### src/rtl/mem_wb_stage_if.sv
// EX/MEM inputs and MEM/WB outputs of the memory-access stage.
// The master drives the EX/MEM bundle and the stall/flush controls; the slave is the stage itself.
interface mem_wb_stage_if;
  logic [31:0] i_result;
  logic [31:0] i_store_data;
  logic [4:0]  i_write_reg;
  logic [1:0]  i_M_control;
  logic [1:0]  i_WB_control;
  logic        i_stall;
  logic        i_flush;
  logic [4:0]  o_write_reg;
  logic [31:0] o_write_data;
  logic [31:0] o_result;
  logic [1:0]  o_WB_control;
  logic [31:0] o_fwd_data;
  logic        o_misaligned;
  logic [7:0]  o_err_count;

  modport master (
    output i_result, i_store_data, i_write_reg, i_M_control, i_WB_control, i_stall, i_flush,
    input  o_write_reg, o_write_data, o_result, o_WB_control, o_fwd_data, o_misaligned, o_err_count
  );

  modport slave (
    input  i_result, i_store_data, i_write_reg, i_M_control, i_WB_control, i_stall, i_flush,
    output o_write_reg, o_write_data, o_result, o_WB_control, o_fwd_data, o_misaligned, o_err_count
  );
endinterface

### src/rtl/mem_wb_stage.sv
// MEM stage with the MEM/WB register over a word-addressed data memory; 1-cycle latency,
// forwarding value is combinational. Stall holds the register, flush bubbles it; both block stores.
module mem_wb_stage #(
  parameter int ADDR_W = 6
) (
  input logic          i_clk,
  input logic          i_rst_n,
  mem_wb_stage_if.slave bus
);
  localparam int DEPTH = 1 << ADDR_W;

  logic [31:0]       mem [DEPTH];
  logic [ADDR_W-1:0] idx;
  logic              mem_read;
  logic              mem_write;
  logic              mis;
  logic              accept;
  logic              mem_we;
  logic [31:0]       rd_data;

  logic [4:0]  write_reg_q;
  logic [31:0] write_data_q;
  logic [31:0] result_q;
  logic [1:0]  wb_control_q;
  logic        misaligned_q;
  logic [7:0]  err_count_q;

  // Upper address bits are dropped, so out-of-range addresses wrap into the array.
  assign idx       = bus.i_result[ADDR_W+1:2];
  assign mem_read  = bus.i_M_control[1];
  assign mem_write = bus.i_M_control[0];
  assign mis       = (mem_read | mem_write) & (bus.i_result[1:0] != 2'b00);
  assign accept    = ~bus.i_stall & ~bus.i_flush;
  assign mem_we    = mem_write & ~mis & accept;
  assign rd_data   = (mem_read & ~mis) ? mem[idx] : 32'd0;

  assign bus.o_fwd_data = mem_read ? rd_data : bus.i_result;

  always_ff @(posedge i_clk or negedge i_rst_n) begin
    if (!i_rst_n) begin
      for (int i = 0; i < DEPTH; i++) mem[i] <= 32'd0;
    end else if (mem_we) begin
      mem[idx] <= bus.i_store_data;
    end
  end

  always_ff @(posedge i_clk or negedge i_rst_n) begin
    if (!i_rst_n) begin
      write_reg_q  <= 5'd0;
      write_data_q <= 32'd0;
      result_q     <= 32'd0;
      wb_control_q <= 2'b00;
    end else if (bus.i_flush) begin
      write_reg_q  <= 5'd0;
      write_data_q <= 32'd0;
      result_q     <= 32'd0;
      wb_control_q <= 2'b00;
    end else if (!bus.i_stall) begin
      write_reg_q  <= bus.i_write_reg;
      write_data_q <= rd_data;
      result_q     <= bus.i_result;
      // A misaligned access must never reach the register file.
      wb_control_q <= {bus.i_WB_control[1], bus.i_WB_control[0] & ~mis};
    end
  end

  always_ff @(posedge i_clk or negedge i_rst_n) begin
    if (!i_rst_n) begin
      misaligned_q <= 1'b0;
      err_count_q  <= 8'd0;
    end else begin
      misaligned_q <= mis & accept;
      if (mis && accept && err_count_q != 8'hFF) err_count_q <= err_count_q + 8'd1;
    end
  end

  assign bus.o_write_reg  = write_reg_q;
  assign bus.o_write_data = write_data_q;
  assign bus.o_result     = result_q;
  assign bus.o_WB_control = wb_control_q;
  assign bus.o_misaligned = misaligned_q;
  assign bus.o_err_count  = err_count_q;
endmodule

### src/flat_wrapper.sv
// flat-port wrapper written by rule: the top's interface ports become plain ports
module mem_wb_stage_flat 
#(
  parameter int ADDR_W = 6
)
  (i_clk, i_rst_n, bus_i_result, bus_i_store_data, bus_i_write_reg, bus_i_M_control, bus_i_WB_control, bus_i_stall, bus_i_flush, bus_o_write_reg, bus_o_write_data, bus_o_result, bus_o_WB_control, bus_o_fwd_data, bus_o_misaligned, bus_o_err_count);
  mem_wb_stage_if bus_i ();
  input logic i_clk;
  input logic i_rst_n;
  input wire logic [$bits(bus_i.i_result)-1:0] bus_i_result;
  input wire logic [$bits(bus_i.i_store_data)-1:0] bus_i_store_data;
  input wire logic [$bits(bus_i.i_write_reg)-1:0] bus_i_write_reg;
  input wire logic [$bits(bus_i.i_M_control)-1:0] bus_i_M_control;
  input wire logic [$bits(bus_i.i_WB_control)-1:0] bus_i_WB_control;
  input wire logic [$bits(bus_i.i_stall)-1:0] bus_i_stall;
  input wire logic [$bits(bus_i.i_flush)-1:0] bus_i_flush;
  output wire logic [$bits(bus_i.o_write_reg)-1:0] bus_o_write_reg;
  output wire logic [$bits(bus_i.o_write_data)-1:0] bus_o_write_data;
  output wire logic [$bits(bus_i.o_result)-1:0] bus_o_result;
  output wire logic [$bits(bus_i.o_WB_control)-1:0] bus_o_WB_control;
  output wire logic [$bits(bus_i.o_fwd_data)-1:0] bus_o_fwd_data;
  output wire logic [$bits(bus_i.o_misaligned)-1:0] bus_o_misaligned;
  output wire logic [$bits(bus_i.o_err_count)-1:0] bus_o_err_count;
  assign bus_i.i_result = bus_i_result;
  assign bus_i.i_store_data = bus_i_store_data;
  assign bus_i.i_write_reg = bus_i_write_reg;
  assign bus_i.i_M_control = bus_i_M_control;
  assign bus_i.i_WB_control = bus_i_WB_control;
  assign bus_i.i_stall = bus_i_stall;
  assign bus_i.i_flush = bus_i_flush;
  assign bus_o_write_reg = bus_i.o_write_reg;
  assign bus_o_write_data = bus_i.o_write_data;
  assign bus_o_result = bus_i.o_result;
  assign bus_o_WB_control = bus_i.o_WB_control;
  assign bus_o_fwd_data = bus_i.o_fwd_data;
  assign bus_o_misaligned = bus_i.o_misaligned;
  assign bus_o_err_count = bus_i.o_err_count;
  mem_wb_stage #(.ADDR_W(ADDR_W)) u_core (.i_clk(i_clk), .i_rst_n(i_rst_n), .bus(bus_i));
endmodule
### config.mk
export PLATFORM = sky130hd
export DESIGN_NAME = mem_wb_stage_flat
export DESIGN_NICKNAME = d
export VERILOG_FILES = /design/src/rtl/mem_wb_stage_if.sv /design/src/rtl/mem_wb_stage.sv /design/src/flat_wrapper.sv
export SDC_FILE = /design/constraint.sdc
export NUM_CORES = 2
export LEC_CHECK = 0
export CAP_MARGIN = 5
export CORE_MARGIN = 2
export CORE_UTILIZATION = 40
export DETAILED_ROUTE_END_ITERATION = 8
export GPL_ROUTABILITY_DRIVEN = 0
export PLACE_DENSITY = 0.62
export RECOVER_POWER = 100
export SETUP_SLACK_MARGIN = 0.1
export SLEW_MARGIN = 20
export SYNTH_ARGS = -nofsm -noshare
export SYNTH_HDL_FRONTEND = slang
export SYNTH_SLANG_ARGS = --single-unit
### constraint.sdc
create_clock -name i_clk -period 3.3 [get_ports i_clk]
set_clock_uncertainty 0.15 [all_clocks]
set_input_delay 0.495 -clock i_clk [delete_from_list [all_inputs] [get_ports i_clk]]
set_output_delay 0.495 -clock i_clk [all_outputs]
set_load 0.02 [all_outputs]
==> results.cfg <==
[run_status]
outcome = finished, violations left
failed_checks = max-capacitance violations, max-slew violations, negative setup slack

[layout]
regMostFlops = u_core.mem
fillCellCount = 20365
areaGrowthSynthToFinish_pct = 21.82
layout_common_cells = dfrtp_1 (2127), mux2_2 (2081), buf_4 (559), a22oi_1 (345), clkbuf_16 (223)
final_common_cell = dfrtp_1
largest_reg_flops = 2048
layout-drive-gt1-share_pct = 48.21
nets = 7780
post-route-util_pct = 48.98

[cts]
cts-buffers-inserted = 219
insertion_delay_ns = 0.91
clock_path_buffers = 3
clk_pin_slew_ns = 0.06
clockRootBuffer = clkbuf_16
h-tree-depth = 4
cts_sinks = 2128
cts_tree = yes

[critical_path]
endpoint = bus_o_fwd_data[24]
startpoint = bus_i_result[2]
cpLargestDelayFamily = buffers and inverters
startpoint_type = primary input
rr_endpoint = u_core.bus.o_write_data[9]
cp_num_buf_inv = 9
path_depth = 16
path_max_fanout = 11
r2r-start = u_core.mem[1929]
crit_top_cell = buf_12
slowest_delay_ns = 0.68
rr_worst_depth = 11
criticalPathCategory = primary input to primary output
rrSetupSlack_ns = 0.46
critical_path.slowest_cell = nor3_1
cp.arrival_ns = 3.61
critPathRequiredTime_ns = 2.65
critical_path.cell_chain = buf_16 -> buf_8 -> and2_4 -> buf_12 -> buf_8 -> buf_12 -> buf_12 -> buf_16 -> a22oi_2 -> o22ai_2 -> a22oi_2 -> o211ai_1 -> nor3_1 -> buf_4 -> o2bb2ai_1 -> buf_4
worst_setup_path_end_kind = primary output

[synth]
synthArstFlopShare_pct = 100.0
yosysWarnings = 0
synth_cells = 7118
syn_area_per_cell_um2 = 13.42
syn_nets = 7196
synth_edf_count = 0
synth_area_um2 = 95530
ys_types = 67
yosysSeqAreaShare_pct = 55.74
ys_ff_latch = 2128
synth_ff_type = dfrtp_1

[power_and_ir_drop]
clock_power_share_pct = 44.5
power_mw = 57.10
seqPwrFrac_pct = 46.9
p_switching_mw = 14.21
p_comb_share_pct = 8.6
power.internal_mw = 42.89
power.density_nw_per_um2 = 490.7
switching_share_pct = 24.88
peakVddDrop_v = 0.0005157
leakage_nw = 56.22

[timing]
setup_ws_ns = -0.9584
hold_viol = 0
worst_slew_pin_slew_ns = 2.090
rsz0062_at_grt = true
setup_violations = 322
clock.fmax_mhz = 234.8
period_minus_slack_ns = 4.258
slew_viol_final = 86
tns_ns = -39.61
finalCritPeriodShare_pct = 129.0
relSlewSlack_pct = -39.34

[global_routing]
antenna_found_initial = 20
grt_pass1_wl_um = 514200
grt_max_degree = 161
grt-ovfl-total = 0
grt_usage_pct = 28.99
grt_pass1_vias = 70814

[routing]
wl_per_cell_um = 32.53
avgViaCountPerCell = 6.278
ant_nets = 0
drt_iter0_drc = 7721
drt_pass1_iterations = 6
vias = 69339
drc = 0
drt-total-wl_um = 359200

[floorplan]
fp-row-count = 179
dieArea_um2 = 242800
core_area_um2 = 237600
io_pins = 189
fp.dieH_um = 492.7
initial_core_util_pct = 40.20
die_w_um = 492.7

[min_path]
min_path_type = primary input to register

[placed_design]
numPortBuffers = 188
place_hpwl_um = 229300

[job]
cap_violations = 2
[synthesized netlist by cell type (all sizes together) (4+ instances only)]
cell type / count / area, µm²
inv: 5 / 18.77
xnor2: 5 / 43.79
o32ai: 9 / 78.83
a2bb2oi: 6 / 52.55
and3b: 4 / 35.03
nand3: 14 / 75.07
dfrtp: 2128 / 53250
nor4: 10 / 107.6
mux2: 2090 / 23540
a22o: 43 / 376.6
a21boi: 6 / 45.04
a222oi: 14 / 140.1
a22oi: 421 / 3161
o2111ai: 6 / 52.55
a21oi: 94 / 470.5
nor2b: 7 / 43.79
buf: 435 / 2091
o221ai: 26 / 227.7
a211oi: 18 / 135.1
and2: 11 / 68.81
nor2: 185 / 699.4
o21ai: 150 / 750.7
nand2: 188 / 705.7
and4b: 7 / 70.07
o211ai: 6 / 45.04
o2bb2ai: 48 / 420.4
and3: 12 / 75.07
nor3: 72 / 365.3
clkbuf: 345 / 1296
a221oi: 291 / 2549
nand4: 13 / 81.33
mux2i: 149 / 1491
mux4: 59 / 1329
a221o: 11 / 110.1
o22a: 12 / 105.1
a31oi: 30 / 187.7
o22ai: 158 / 988.5
or3: 5 / 31.28
[metrics by stage]
step           cell area [µm²]  hold slack [ns]  setup slack, ns  cells
2_1_floorplan            95530          0.04941           0.2892   7118
3_3_place_gp            106900           0.3021           -1.889  10513
3_5_place_dp            107000           0.3035           -1.707  10517
4_1_cts                 117300         0.006436          -0.8766  11010
5_1_grt                 116400          0.05315          -0.9179  11043
6_report                116400          0.03891          -0.9584  11044
[kinds of logic after synthesis]
group,count (synthesis),synth area share (%)
xor+xnor,7,0.06418
mux,2298,27.59
buf+inv,785,3.565
flops,2128,55.74
compound gates,1359,10.46
fa+ha+maj,1,0.01309
simple gates,540,2.570
[worst min-delay path, stage by stage]
cell and delay [ns]:
buf_2 0.10, buf_12 0.15, buf_4 0.14, mux2i_1 0.06
nor2_1 0.08
[final cells by class]
type	count	area (µm²)	area share [%]
Antenna cell	3	7.507	0.006451
Clock buffer	323	6422	5.518
Clock inverter	70	867.1	0.7450
Inverter	5	28.78	0.02473
Multi-Input combinational cell	4205	40740	35.00
Sequential cell	2128	53250	45.76
Tap cell	3167	3963	3.405
Timing Repair Buffer	1143	11100	9.540
[metal layers]
metal	routed length [µm]	GRT usage, %
met4	22600	15.68
met2	161200	44.57
met5	155	0
met3	31720	6.312
met1	143600	38.28
[power groups by stage]
stage	Combinational [mW]	Sequential, mW	Clock [mW]
finish	4.91	26.8	25.4
global route	5.13	26.8	26.7
CTS	4.85	26.8	25.6
detailed placement	4.45	27.2	0
global placement	4.38	27.2	0
floorplan	1.79	27.3	0
[how the worst min path moves through the flow]
stage / start / end / slack (ns) / cells after the start
floorplan: i_rst_n / u_core.bus.o_WB_control[0] / 0.05 / 0
global placement: i_rst_n / u_core.mem[885] / 0.30 / 1
detailed placement: i_rst_n / u_core.mem[885] / 0.30 / 1
CTS: bus_i_store_data[30] / u_core.mem[1086] / 0.006 / 2
global route: bus_i_store_data[30] / u_core.mem[1214] / 0.05 / 2
finish: bus_i_result[7] / u_core.bus.o_result[7] / 0.04 / 5
[repair_timing]
action                                  CTS  global route
cloned                                   14             3
hold buffers                              2             0
endpoints found under the hold margin   883             0
gates resized for setup                 569           111
pin swaps                               160            95
buffers inserted                         84            28
endpoints found under the setup margin   33            32
(Power assumes the default switching activity.)
